**config.mk**
```make
export PLATFORM = sky130hd
export DESIGN_NAME = restoring_divider
export DESIGN_NICKNAME = d
export VERILOG_FILES = /design/src/rtl/div_pkg.sv /design/src/rtl/div_step.sv /design/src/rtl/restoring_divider.sv
export SDC_FILE = /design/constraint.sdc
export NUM_CORES = 1
export LEC_CHECK = 0
export BUFFER_PORTS_ARGS = -buffer_cell sky130_fd_sc_hd__buf_2
export CORE_MARGIN = 1.5
export CORE_UTILIZATION = 50
export CTS_CLUSTER_DIAMETER = 100
export DETAILED_ROUTE_END_ITERATION = 8
export HOLD_SLACK_MARGIN = 0.15
export PLACE_DENSITY_LB_ADDON = 0.25
export SYNTH_ARGS = -nofsm -noshare
export SYNTH_HDL_FRONTEND = slang
export SYNTH_SLANG_ARGS = --single-unit
```
**constraint.sdc**
```tcl
create_clock -name clk -period 2.6 [get_ports clk]
set_input_delay 0.26 -clock clk [delete_from_list [all_inputs] [get_ports clk]]
set_output_delay 0.26 -clock clk [all_outputs]
set_load 0.02 [all_outputs]
```
**src/rtl/div_pkg.sv**
```systemverilog
// div_pkg: state encoding, default widths and counter sizing for restoring_divider.
package div_pkg;

   localparam int DW_DEF = 16;
   localparam int VW_DEF = 8;

   typedef enum logic [1:0] {
      ST_IDLE = 2'd0,
      ST_BUSY = 2'd1,
      ST_DONE = 2'd2
   } state_t;

   // Step counter must be able to hold 0..DW.
   function automatic int cnt_width(input int dw);
      return $clog2(dw + 1);
   endfunction

endpackage

```
**src/rtl/div_step.sv**
```systemverilog
// div_step: one combinational restoring-division step on the {P,Q} pair.
module div_step
   import div_pkg::*;
#(
   parameter int DW = DW_DEF,
   parameter int VW = VW_DEF
) (
   input  logic [VW:0]   p_i,
   input  logic [DW-1:0] q_i,
   input  logic [VW-1:0] divisor_i,
   output logic [VW:0]   p_o,
   output logic [DW-1:0] q_o
);

   logic [VW+1:0] p_sh;
   logic [VW:0]   diff;
   logic          ge;

   // Shift {P,Q} left, trial-subtract the divisor, keep the difference only if it stays non-negative.
   always_comb begin
      p_sh = {p_i, q_i[DW-1]};
      ge   = (p_sh >= {2'b00, divisor_i});
      diff = p_sh[VW:0] - {1'b0, divisor_i};
      p_o  = ge ? diff : p_sh[VW:0];
      q_o  = {q_i[DW-2:0], ge};
   end

endmodule

```
**src/rtl/restoring_divider.sv**
```systemverilog
// restoring_divider: sequential restoring divider, one quotient bit per clock.
// en/ready window handshake: start on en rising into IDLE, result held in DONE while en stays high.
// Optional macro DIV_SIGNED_EN: two's-complement operands, magnitude core with sign fixup on the final edge.
module restoring_divider
   import div_pkg::*;
#(
   parameter int DW = DW_DEF,
   parameter int VW = VW_DEF
) (
   input  logic          clk,
   input  logic          rst,
   input  logic          en,
   input  logic [DW-1:0] Dividend,
   input  logic [VW-1:0] Divisor,
   output logic [DW-1:0] Quotient,
   output logic [VW-1:0] Remainder,
   output logic          ready,
   output logic          div_zero
);

   localparam int            CW       = cnt_width(DW);
   localparam logic [CW-1:0] LAST_CNT = CW'(DW - 1);

   state_t        state_q;
   logic [CW-1:0] cnt_q;

   logic [VW:0]   p_q;
   logic [VW:0]   p_d;
   logic [DW-1:0] q_q;
   logic [DW-1:0] q_d;
   logic [VW-1:0] dvs_q;
   logic [VW-1:0] dvd_lo_q;
   logic          dz_q;

   logic [DW-1:0] quot_q;
   logic [VW-1:0] rem_q;
   logic          ready_q;
   logic          div_zero_q;

   logic [DW-1:0] dvd_mag;
   logic [VW-1:0] dvs_mag;
   logic [DW-1:0] quot_fix;
   logic [VW-1:0] rem_fix;

`ifdef DIV_SIGNED_EN
   logic qneg_q;
   logic rneg_q;

   function automatic logic [DW-1:0] abs_dw(input logic signed [DW-1:0] x);
      return x[DW-1] ? -x : x;
   endfunction

   function automatic logic [VW-1:0] abs_vw(input logic signed [VW-1:0] x);
      return x[VW-1] ? -x : x;
   endfunction

   function automatic logic [DW-1:0] neg_dw(input logic neg, input logic [DW-1:0] x);
      return neg ? -x : x;
   endfunction

   function automatic logic [VW-1:0] neg_vw(input logic neg, input logic [VW-1:0] x);
      return neg ? -x : x;
   endfunction

   // Magnitudes feed the core; the final step's result gets the recorded signs back.
   always_comb begin
      dvd_mag  = abs_dw(Dividend);
      dvs_mag  = abs_vw(Divisor);
      quot_fix = neg_dw(qneg_q, q_d);
      rem_fix  = neg_vw(rneg_q, p_d[VW-1:0]);
   end
`else
   // Unsigned build: operands and results pass straight through.
   always_comb begin
      dvd_mag  = Dividend;
      dvs_mag  = Divisor;
      quot_fix = q_d;
      rem_fix  = p_d[VW-1:0];
   end
`endif

   div_step #(
      .DW(DW),
      .VW(VW)
   ) u_step (
      .p_i      (p_q),
      .q_i      (q_q),
      .divisor_i(dvs_q),
      .p_o      (p_d),
      .q_o      (q_d)
   );

   // Operand capture at the start edge, then one restoring step per BUSY edge.
   always_ff @(posedge clk) begin
      if (state_q == ST_IDLE && en) begin
         p_q      <= '0;
         q_q      <= dvd_mag;
         dvs_q    <= dvs_mag;
         dvd_lo_q <= Dividend[VW-1:0];
         dz_q     <= (Divisor == '0);
`ifdef DIV_SIGNED_EN
         qneg_q   <= Dividend[DW-1] ^ Divisor[VW-1];
         rneg_q   <= Dividend[DW-1];
`endif
      end else if (state_q == ST_BUSY) begin
         p_q <= p_d;
         q_q <= q_d;
      end
   end

   // Control FSM with registered results; abort on en low while BUSY, rearm on en low in DONE.
   always_ff @(posedge clk) begin
      if (rst) begin
         state_q    <= ST_IDLE;
         cnt_q      <= '0;
         quot_q     <= '0;
         rem_q      <= '0;
         ready_q    <= 1'b0;
         div_zero_q <= 1'b0;
      end else begin
         case (state_q)
            ST_IDLE: begin
               if (en) begin
                  cnt_q   <= '0;
                  ready_q <= 1'b0;
                  state_q <= ST_BUSY;
               end
            end
            ST_BUSY: begin
               if (!en) begin
                  state_q <= ST_IDLE;
               end else if (dz_q) begin
                  quot_q     <= '1;
                  rem_q      <= dvd_lo_q;
                  div_zero_q <= 1'b1;
                  ready_q    <= 1'b1;
                  state_q    <= ST_DONE;
               end else begin
                  cnt_q <= cnt_q + CW'(1);
                  if (cnt_q == LAST_CNT) begin
                     quot_q     <= quot_fix;
                     rem_q      <= rem_fix;
                     div_zero_q <= 1'b0;
                     ready_q    <= 1'b1;
                     state_q    <= ST_DONE;
                  end
               end
            end
            ST_DONE: begin
               if (!en) begin
                  ready_q <= 1'b0;
                  state_q <= ST_IDLE;
               end
            end
            default: state_q <= ST_IDLE;
         endcase
      end
   end

   assign Quotient  = quot_q;
   assign Remainder = rem_q;
   assign ready     = ready_q;
   assign div_zero  = div_zero_q;

endmodule

```
==> metrics.txt <==
total number of vias=2684; post-synthesis adder-cell area fraction=4.14%; # DRC=0; leading area contributor after synthesis=edfxtp_1; area share of xor/xnor cells in the synthesized design=1.50%; Chip Width=86.7 microns; mux cell area share after synthesis=8.00%; CP Data Required Time=2860 ps; Buffers on Ports=52; Congestion Overflow GR=0; synthesized area per cell=10.7 sq um; DRT Pass-1 Iters=4; Total GRT Usage=21.8%; Syn. warnings=0; Pint=2.11 mW; post-detail-place hpwl=5180 microns; mapped cell area=3500 sq um; Final Cycle Share=88.4%; vias in the first global route=2651; min-delay src=Dividend[11]; Slew headroom=54.3%; Min Hold Slack=207 ps; cells on worst reg2reg path=9; Compound-Gate Fraction of Synth Area=12.0%; capture point of the worst path=Remainder[4]; FF-to-FF Start=q_q[15]; CTS sink cnt=75; Max Clk Rate=0.435 GHz; DIE AREA=7520 sq um; Synth area leaders=edfxtp_1, dfxtp_1, mux2_2, nor3_1, ha_1; post-CTS setup buffers=0; largest family of logic cells by synthesized area=simple AND/OR/NAND/NOR gates; initial antenna violation count=0; Die Ht=86.7 microns; WP data arrival=2550 ps; most frequent cell after synthesis=dfxtp_1; CTS tree=yes; reg2reg end=Remainder[4]; Async SR Flop Fraction=0%; pre-CTS setup slack=146 ps; final setup margin=301 ps; Pleak=1.63 nW; final core utilization=61.6%; count of state elements after synthesis=75; total power draw=3.03 mW; largest net degree at the start of global routing=34; Starting Density=51.5%; Clock Root Buffer=clkbuf_8; dpl cell area=3830 sq um; Synth Area in Simple Gates=16.9%; non-filler cells, final=494; Logic pwr share=24.4%; reg-to-reg slack, setup=300 ps; crit path kind=register to register; clock slew at reported path FFs=80 ps; layout cells sized above 1=28.4%; Top Ports=53; TNS Setup=0 ps; Via density=5.43; Final Critical Period=2300 ps; H-tree levels=3; ANT cells=0; # fillers=569; Worst Setup End Kind=register; max-cap violation count=0; post-synthesis cell type count=51; clock latency on the worst-skew pair=350 ps; GPL Wtd Cong=0.783; sequential share of power=46.6%; Post-Syn Nets=365; remaining antenna violation count=0; Placed Cells=463; final setup fails=0; nets=432; clock share of power=28.9%; CP startpoint kind=register; status=finished, final reports clean; post-synth top area share=28.3%; Sw Ratio=30.6%; Post-synth EDFFs=33; sw power=0.929 mW; peak supply drop=308 uV; clk buf depth=2; Critical Path Start=q_q[15]; final WL=7490 microns; first-pass GRT wire length=12500 microns; Core Area=6790 sq um; Mapped Cells=327; Hold Path Class=input pin to register; unrepaired setup endpoints after global routing=no; Clock Skew=10.3 ps; measured slew at the worst slew-check pin=685 ps; FP Rows=30; Commonest cells post-synth=dfxtp_1, nor3_1, edfxtp_1; Slew Viols, Final=0; Inserted Clock Buffers=9; Power Dens Cells=725 nW/um^2; Top FF cell, synth=dfxtp_1; WL/cell=15.2 microns; DRT iter0 DRCs=98; final instance area=4190 sq um; sequential element share of the synthesized area=52.3%; Layout area overhead=19.5%; Max FO, Critical Path=8; final hold vios=0
-- layout by cell type (no fill, tap or decap), types with 4 or more instances in the layout --
cell           instances
clkbuf_8               9
o21ai_0                9
a21oi_1               13
edfxtp_1              33
buf_4                  9
nor2_1                31
nand2_1               24
inv_1                 14
buf_2                 52
xor2_1                 6
a221oi_2               5
nor3_1                35
ha_1                  10
nand3_1                5
mux2_2                16
dlygate4sd3_1         16
mux2i_2                4
o21ai_1                7
dfxtp_1               42
-- routing by layer --
layer  GRT usage (%)  part of all wire (%)
met4            9.68                   1.7
met2            36.6                    49
met5               0                     0
met3            3.90                   3.1
met1            27.4                    46
-- flip-flops by register name, indices dropped and copies added, names as in the netlist, 2 cells and up --
signal	count
dvs_q	8
Remainder	8
cnt_q	5
dvd_lo_q	8
Quotient	16
p_q	9
state_q	2
q_q	16
-- worst max-delay path, stage by stage, from the launching register on --
cell,delay (ps)
edfxtp_1,360
inv_1,90
ha_1,160
inv_1,50
fa_1,410
nand3_1,130
a21oi_2,90
or3_4,480
mux2i_2,190
a221oi_2,250
-- cell type report --
| type | instances | area (sq um) | share of cell area (%) |
|---|---|---|---|
| clock buffer | 9 | 124 | 2.96 |
| clock inverter | 6 | 66.3 | 1.58 |
| inverter | 14 | 52.6 | 1.26 |
| multi-input combinational | 217 | 1500 | 35.9 |
| sequential | 75 | 1830 | 43.8 |
| tap | 96 | 120 | 2.87 |
| timing repair buffer | 77 | 488 | 11.7 |
-- logic make-up (layout without fill, tap and decap cells) --
family | after synthesis | after routing
AO/OA/AOI/OAI | 56 | 56
XOR/XNOR | 6 | 6
adder cells (fa/ha/maj) | 11 | 11
buffers and inverters | 35 | 106
flip-flops | 75 | 75
multiplexers | 24 | 24
AND/OR/NAND/NOR | 120 | 120
-- power by group through the flow --
stage / Combinational (mW) / Clock (mW) / Sequential (mW)
2_1_floorplan: 0.575 / 0 / 1.43
3_3_place_gp: 0.689 / 0 / 1.44
3_5_place_dp: 0.711 / 0 / 1.44
4_1_cts: 0.731 / 0.889 / 1.41
5_1_grt: 0.818 / 0.931 / 1.43
6_report: 0.742 / 0.878 / 1.41
-- worst min-delay path by stage --
stage,cells past startpoint,to
2_1_floorplan,0,dvd_lo_q[0]
3_3_place_gp,1,dvs_q[7]
3_5_place_dp,2,div_zero
4_1_cts,2,q_q[11]
5_1_grt,2,q_q[10]
6_report,2,q_q[11]
-- repair_timing --
action                                 4_1_cts  5_1_grt
gates resized for setup                      0        1
hold buffers                                16        0
setup endpoints to repair                    0        2
endpoints found under the hold margin       16        0
(Power assumes the default switching activity.)
